### src/rtl/mop_seq_accumulator_if.sv
// rtl/mop_seq_accumulator_if.sv - operand-in / sum-out handshake bundle for the sequential accumulator
interface mop_seq_accumulator_if #(
  parameter int N = 4,
  parameter int K = 4
);
  localparam int W = N + $clog2(K);

  logic         in_valid;
  logic         in_ready;
  logic [N-1:0] in_data;
  logic         out_valid;
  logic         out_ready;
  logic [W-1:0] out_sum;
  logic         busy;

  modport master (
    output in_valid, in_data, out_ready,
    input  in_ready, out_valid, out_sum, busy
  );

  modport slave (
    input  in_valid, in_data, out_ready,
    output in_ready, out_valid, out_sum, busy
  );
endinterface

### src/rtl/mop_seq_accumulator.sv
// rtl/mop_seq_accumulator.sv - folds K unsigned N-bit operands into one full-precision sum
module mop_seq_accumulator #(
  parameter int N = 4,
  parameter int K = 4
) (
  input  logic                   clk,
  input  logic                   rst_n,
  mop_seq_accumulator_if.slave   bus
);
  localparam int W  = N + $clog2(K);
  localparam int CW = $clog2(K);

  typedef enum logic [1:0] {IDLE, ACC, HOLD} state_t;

  state_t         state_q, state_d;
  logic [W-1:0]   acc_q, acc_d;
  logic [CW-1:0]  cnt_q, cnt_d;
  logic [W-1:0]   out_sum_q, out_sum_d;
  logic           out_valid_q, out_valid_d;
  logic           in_ready_q, in_ready_d;
  logic           busy_q, busy_d;

  logic [W-1:0]   addend;
  logic [W-1:0]   sum;
  logic           in_xfer;
  logic           out_xfer;

  // Explicit ripple-carry chain, carry-in 0; W leaves headroom so carry-out is always 0.
  always_comb begin
    logic carry;
    addend = {{(W-N){1'b0}}, bus.in_data};
    sum    = '0;
    carry  = 1'b0;
    for (int i = 0; i < W; i++) begin
      sum[i] = acc_q[i] ^ addend[i] ^ carry;
      carry  = (acc_q[i] & addend[i]) | (carry & (acc_q[i] ^ addend[i]));
    end
  end

  assign in_xfer  = bus.in_valid & in_ready_q;
  assign out_xfer = out_valid_q & bus.out_ready;

  always_ff @(posedge clk or negedge rst_n) begin
    if (!rst_n) begin
      state_q     <= IDLE;
      acc_q       <= '0;
      cnt_q       <= '0;
      out_sum_q   <= '0;
      out_valid_q <= 1'b0;
      in_ready_q  <= 1'b1;
      busy_q      <= 1'b0;
    end else begin
      state_q     <= state_d;
      acc_q       <= acc_d;
      cnt_q       <= cnt_d;
      out_sum_q   <= out_sum_d;
      out_valid_q <= out_valid_d;
      in_ready_q  <= in_ready_d;
      busy_q      <= busy_d;
    end
  end

  always_comb begin
    state_d     = state_q;
    acc_d       = acc_q;
    cnt_d       = cnt_q;
    out_sum_d   = out_sum_q;
    out_valid_d = out_valid_q;
    in_ready_d  = in_ready_q;
    busy_d      = busy_q;
    unique case (state_q)
      IDLE: begin
        if (in_xfer) begin
          acc_d   = sum;
          cnt_d   = CW'(1);
          busy_d  = 1'b1;
          state_d = ACC;
        end
      end
      ACC: begin
        if (in_xfer) begin
          if (cnt_q == CW'(K-1)) begin
            out_sum_d   = sum;
            out_valid_d = 1'b1;
            in_ready_d  = 1'b0;
            acc_d       = '0;
            cnt_d       = '0;
            state_d     = HOLD;
          end else begin
            acc_d = sum;
            cnt_d = cnt_q + CW'(1);
          end
        end
      end
      HOLD: begin
        // out_sum is left untouched so the last result stays readable.
        if (out_xfer) begin
          out_valid_d = 1'b0;
          busy_d      = 1'b0;
          in_ready_d  = 1'b1;
          state_d     = IDLE;
        end
      end
      default: state_d = IDLE;
    endcase
  end

  always_comb begin
    bus.in_ready  = in_ready_q;
    bus.out_valid = out_valid_q;
    bus.out_sum   = out_sum_q;
    bus.busy      = busy_q;
  end
endmodule
### src/flat_wrapper.sv
// flat-port wrapper written by rule: the top's interface ports become plain ports
module mop_seq_accumulator_flat 
#(
  parameter int N = 4,
  parameter int K = 4
)
  (clk, rst_n, bus_in_valid, bus_in_data, bus_out_ready, bus_in_ready, bus_out_valid, bus_out_sum, bus_busy);
  mop_seq_accumulator_if #(.N(N), .K(K)) bus_i ();
  input  logic clk;
  input  logic rst_n;
  input wire logic [$bits(bus_i.in_valid)-1:0] bus_in_valid;
  input wire logic [$bits(bus_i.in_data)-1:0] bus_in_data;
  input wire logic [$bits(bus_i.out_ready)-1:0] bus_out_ready;
  output wire logic [$bits(bus_i.in_ready)-1:0] bus_in_ready;
  output wire logic [$bits(bus_i.out_valid)-1:0] bus_out_valid;
  output wire logic [$bits(bus_i.out_sum)-1:0] bus_out_sum;
  output wire logic [$bits(bus_i.busy)-1:0] bus_busy;
  assign bus_i.in_valid = bus_in_valid;
  assign bus_i.in_data = bus_in_data;
  assign bus_i.out_ready = bus_out_ready;
  assign bus_in_ready = bus_i.in_ready;
  assign bus_out_valid = bus_i.out_valid;
  assign bus_out_sum = bus_i.out_sum;
  assign bus_busy = bus_i.busy;
  mop_seq_accumulator #(.N(N), .K(K)) u_core (.clk(clk), .rst_n(rst_n), .bus(bus_i));
endmodule
### config.mk
export PLATFORM = sky130hd
export DESIGN_NAME = mop_seq_accumulator_flat
export DESIGN_NICKNAME = d
export VERILOG_FILES = /design/src/rtl/mop_seq_accumulator_if.sv /design/src/rtl/mop_seq_accumulator.sv /design/src/flat_wrapper.sv
export SDC_FILE = /design/constraint.sdc
export NUM_CORES = 1
export LEC_CHECK = 0
export CORE_MARGIN = 4
export CORE_UTILIZATION = 53
export CTS_CLUSTER_SIZE = 25
export DETAILED_ROUTE_END_ITERATION = 8
export PLACE_DENSITY = 0.8
export SETUP_SLACK_MARGIN = 0.05
export SYNTH_ARGS = -nofsm -noshare
export SYNTH_HDL_FRONTEND = slang
export SYNTH_SLANG_ARGS = --single-unit
### constraint.sdc
create_clock -name clk -period 5.2 [get_ports clk]
set_input_delay 1.04 -clock clk [delete_from_list [all_inputs] [get_ports clk]]
set_output_delay 1.04 -clock clk [all_outputs]
set_load 0.02 [all_outputs]
# Word level (Yosys, flattened, before mapping)
# Index checks and enable logic that the tools add are counted.
dict set report word_totals {
  ff_bits 19
  latchBits 0
  ram_bits 0
  romBits 0
  inputBits 8
  memories 0
}
dict set report classes {
  addsub 1
  multipliers 0
  div 0
  n_lt_le_gt_ge 0
  eq_ne 7
  shifts 0
  n_mux 22
  bitwise 22
  n_reduce_logical 9
}
# op n
set op_table {}
lappend op_table {{$mux W6} 3}
lappend op_table {{$mux W2} 6}
lappend op_table {{$pmux W6 S2} 1}
lappend op_table {{$and A1 B1 Y1} 10}
lappend op_table {{$reduce_and A3 Y1} 3}
lappend op_table {{$xor A1 B1 Y1} 9}
lappend op_table {{$ne A2 B1 Y1 const B} 4}
lappend op_table {{$reduce_and A4 Y1} 2}
lappend op_table {{$mux W1} 7}
lappend op_table {{$pmux W1 S2} 3}
lappend op_table {{$pmux W2 S3} 1}
lappend op_table {{$reduce_bool A2 Y1} 3}
lappend op_table {{$eq A2 B2 Y1 const B} 2}
lappend op_table {{$pmux W2 S2} 1}
lappend op_table {{$or A1 B1 Y1} 3}
lappend op_table {{$add A2 B1 Y2 const B} 1}
lappend op_table {{$eq A2 B1 Y1 const B} 1}
lappend op_table {{$logic_not A2 Y1} 1}

# Logic depth before layout (Yosys ltp)
dict set report logic_depth {
  ltp_word 12
  mapped_depth 10
  mapped_depth_nobuf 10
}

# Worst setup path before layout
# Ideal clock, no wire load.
dict set report synth_path {
  kind {input port to flip-flop}
  startpoint {input bus_in_data[0]}
  endpoint {register u_core.out_sum_q[4] (netlist: u_core.bus.out_sum[4])}
  setup_ns 0.125
  arrival_time_ns 2.838
  slack_ns 2.237
  cell_stages 8
  cell_sequence {ha_1 -> inv_1 -> fa_1 -> fa_1 -> fa_1 -> inv_1 -> ha_1 -> mux2_4}
}
dict set report synth_between {
  elab_chain_cells 8
}
# item line
set synth_rtl {}
lappend synth_rtl {{start: declaration} flat_wrapper.sv:12} ;# input wire logic [$bits(bus_i.in_data)-1:0] bus_in_data;
lappend synth_rtl {{$and A1 B1 Y1 (2 in series)} mop_seq_accumulator.sv:36} ;# carry = (acc_q[i] & addend[i]) | (carry & (acc_q[i] ^ addend[i]));
lappend synth_rtl {{$or A1 B1 Y1} mop_seq_accumulator.sv:36}
lappend synth_rtl {{$and A1 B1 Y1} mop_seq_accumulator.sv:36}
lappend synth_rtl {{$or A1 B1 Y1} mop_seq_accumulator.sv:36}
lappend synth_rtl {{$and A1 B1 Y1} mop_seq_accumulator.sv:36}
lappend synth_rtl {{$or A1 B1 Y1} mop_seq_accumulator.sv:36}
lappend synth_rtl {{$xor A1 B1 Y1} mop_seq_accumulator.sv:35} ;# sum[i] = acc_q[i] ^ addend[i] ^ carry;
lappend synth_rtl {{named net u_core.sum[4]} mop_seq_accumulator.sv:24} ;# logic [W-1:0] sum;
lappend synth_rtl {{end signal: assignment} mop_seq_accumulator.sv:56} ;# out_sum_q <= out_sum_d;
lappend synth_rtl {{end: declaration} mop_seq_accumulator.sv:18} ;# logic [W-1:0] out_sum_q, out_sum_d;
# The timed path passes the listed nets, and every way through them passes these cells.
# A chain may end at the register's enable or synchronous reset.

# Final worst setup path
dict set report layout_path {
  startpoint {input bus_in_data[0]}
  endpoint {register u_core.acc_q[5]}
}
dict set report layout_between {
  elab_chain_cells 12
}
# item line
set layout_rtl {}
lappend layout_rtl {{$and A1 B1 Y1 * (2 in series)} mop_seq_accumulator.sv:36}
lappend layout_rtl {{$or A1 B1 Y1 *} mop_seq_accumulator.sv:36}
lappend layout_rtl {{$and A1 B1 Y1 *} mop_seq_accumulator.sv:36}
lappend layout_rtl {{$or A1 B1 Y1 *} mop_seq_accumulator.sv:36}
lappend layout_rtl {{$and A1 B1 Y1 *} mop_seq_accumulator.sv:36}
lappend layout_rtl {{$or A1 B1 Y1 *} mop_seq_accumulator.sv:36}
lappend layout_rtl {{$and A1 B1 Y1 *} mop_seq_accumulator.sv:36}
lappend layout_rtl {{$xor A1 B1 Y1 *} mop_seq_accumulator.sv:35}
lappend layout_rtl {{$mux W6} mop_seq_accumulator.sv:82} ;# if (cnt_q == CW'(K-1)) begin
lappend layout_rtl {{$mux W6} mop_seq_accumulator.sv:81} ;# if (in_xfer) begin
lappend layout_rtl {{$pmux W6 S2 *} mop_seq_accumulator.sv:71} ;# unique case (state_q)
lappend layout_rtl {{end signal: assignment} mop_seq_accumulator.sv:46} ;# acc_q <= '0;
lappend layout_rtl {{end signal: assignment} mop_seq_accumulator.sv:54} ;# acc_q <= acc_d;
lappend layout_rtl {{end: declaration} mop_seq_accumulator.sv:16} ;# logic [W-1:0] acc_q, acc_d;
# Mark *: on every way between the ends. The rest lies on a longest branch, timed or not. The select of a mux whose other input is x is not followed.

==> run summary <==
Psw -> 0.000244 W
Core Rows -> 14
Core Footprint -> 1580 sq um
die width -> 49.5 microns
HP Class -> reg2reg
Synth warnings -> 0
Synth Instances -> 85
post-cts gate resize count -> 0
Seq pwr share -> 41.0%
Clock Path Buffers -> 2
layout cells sized above 1 -> 8.82%
H-tree depth -> 1
WL/cell -> 14.3 microns
CP startpoint kind -> input pin
kind of critical path -> in2reg
Synth area leader -> dfrtp_1
die footprint -> 2450 sq um
DRT Pass-1 Iters -> 3
Clock power frac -> 11.6%
vias in the first global route -> 658
first-pass GRT wire length -> 2930 microns
initial antenna violation count -> 0
Worst-path clk slew -> 110 ps
Hold-fix buffers, CTS -> 0
Sw Ratio -> 38.6%
Async SR Flop Fraction -> 100%
dpl cell area -> 1070 sq um
P_int -> 0.000388 W
Final TNS setup -> 0 ps
endpoints failing hold -> 0
Peak VDD IR -> 323 uV
Setup WS post-layout -> 1920 ps
Post-synth top cells -> dfrtp_1, o21ai_0, nand2_1
worst slack, placed -> 1600 ps
unrepaired setup endpoints after global routing -> no
number of flops mapped to enable cells by yosys -> 0
largest net degree at the start of global routing -> 21
Final Cycle Share -> 63.1%
Max FO, Critical Path -> 3
DR vias -> 654
DR DRC count -> 0
Slew HR -> 43.2%
Final Cell Area -> 1100 sq um
Port Buffers -> 16
Synth Cell Area -> 915 sq um
PwrDens -> 575 nW/um^2
Post-DP HPWL -> 1230 microns
worst-skew pair later-pin latency -> 290 ps
ANT cells -> 0
final core utilization -> 69.8%
Pleak -> 0.511 nW
synth unique cells -> 21
Syn Nets -> 99
dpl cells -> 114
status -> completed
Die Y -> 49.5 microns
Syn Area/Cell -> 10.8 sq um
cell with the most instances after synthesis -> dfrtp_1
Placer Congestion -> 0.770
Post-CTS Setup Inserts -> 0
Final min period -> 3280 ps
Critical Path Sink Type -> flip-flop
Iter 0 DRT Violations -> 13
combinational group share of total power -> 47.4%
FF+latch count, synth -> 19
sequential-to-total area share from yosys stat -> 52.1%
GR Overflow Total -> 0
Arrival @ worst endpoint -> 3420 ps
Max Clock Skew -> 3.24 ps
CTS tree -> yes
max_cap viols -> 0
Layout area overhead -> 20.2%
fin. max-slew vios -> 0
Antenna Nets Post-Route -> 0
timing-limited maximum frequency -> 305 MHz
Worst Tran Pin Value -> 849 ps
Worst Path Required -> 5340 ps
GRT Overall Usage -> 15.7%
Layout Nets -> 117
top-area cell type share of the netlist area -> 49.2%
Vias/cell -> 5.54
routed wire length -> 1690 microns
final std cells w/o fill -> 118
Filler cells -> 128
Initial Util -> 58.0%
Setup Viol. Count Final -> 0
synth top area cells -> dfrtp_1, o21ai_0, fa_1
TritonCTS Buffers -> 3
clock sink total -> 19
Main synth FF type -> dfrtp_1
io pins -> 17
root buf cell -> clkbuf_4
-- per-stage QoR --
stage	hold slack, ps	power (W)
after floorplan	439	0.000449
after global placement	459	0.000549
after detailed placement	468	0.000562
after CTS	489	0.000638
after global routing	498	0.000683
final	488	0.000632
-- worst max-delay path, stage by stage --
cell and delay, ps:
clkdlybuf4s50_1 460, ha_1 150, inv_1 50, fa_1 370, fa_1 400, fa_1 380
inv_1 70, ha_1 200, a21oi_1 60, o21ai_0 130, o21ai_0 130
-- logic make-up after synthesis --
logic type	Yosys count	synth area share, %
adder cells (fa/ha/maj)	6	10.7
XOR/XNOR	1	0.958
buffers and inverters	14	6.84
AND/OR/NAND/NOR	16	8.48
flip-flops	19	52.1
AO/OA/AOI/OAI	26	16.4
multiplexers	3	4.51
-- cell usage in the layout (no fill, tap or decap) --
master,count
fa_1,3
a31oi_1,1
mux2_4,2
clkbuf_1,1
ha_1,3
nand2b_2,1
clkdlybuf4s50_1,16
a2bb2oi_1,1
a311oi_1,1
dfrtp_1,18
clkbuf_4,3
nand3b_1,2
a21oi_1,3
o21ai_0,16
and2_4,1
dfstp_2,1
o31ai_1,3
mux2_2,1
inv_1,11
xnor2_1,1
o2bb2ai_1,1
nand2_1,12
-- power by group through the flow --
stage               Sequential (W)   Clock, W  Combinational (W)
finish                    0.000259  0.0000733           0.000300
detailed placement        0.000262          0           0.000299
global placement          0.000258          0           0.000292
floorplan                 0.000292          0           0.000157
global route              0.000267  0.0000835           0.000333
CTS                       0.000259  0.0000767           0.000303
-- final cells by class --
class                      instances  area (sq um)  area share (%)
sequential                        19           477            43.3
inverter                          11          41.3            3.75
multi-input combinational         52           375            34.1
tap                               16          20.0            1.82
timing repair buffer              16           160            14.6
clock buffer                       4          26.3            2.39
-- worst paths after layout --
| check | slack [ps] | cells past startpoint | end | startpoint |
|---|---|---|---|---|
| min | 490 | 1 | u_core.state_q[0] | u_core.state_q[1] |
| max in group asynchronous | 3450 | 1 | u_core.acc_q[2] | rst_n |
| min in group asynchronous | 1230 | 1 | u_core.acc_q[1] | rst_n |
| min reg2reg | 490 | 1 | u_core.state_q[0] | u_core.state_q[1] |
| max reg2reg | 2770 | 10 | u_core.acc_q[5] | u_core.acc_q[0] |
| max | 1920 | 11 | u_core.acc_q[5] | bus_in_data[0] |
-- metal layers --
layer	GRT usage (%)	routed length, microns	up-vias	share of wire, %
met4	7.83	29	0	1.7
met1	20.5	843	319	50
met5	0	0	-	0
met3	4.52	74	4	4.4
met2	23.8	743	12	44
li1	-	-	319	-
-- sequential cells by signal, indices dropped and copies added (netlist names) --
name	cells
u_core.acc_q	6
u_core.bus.busy	1
u_core.bus.in_ready	1
u_core.bus.out_sum	6
u_core.bus.out_valid	1
u_core.cnt_q	2
u_core.state_q	2
(Power assumes the default switching activity.)
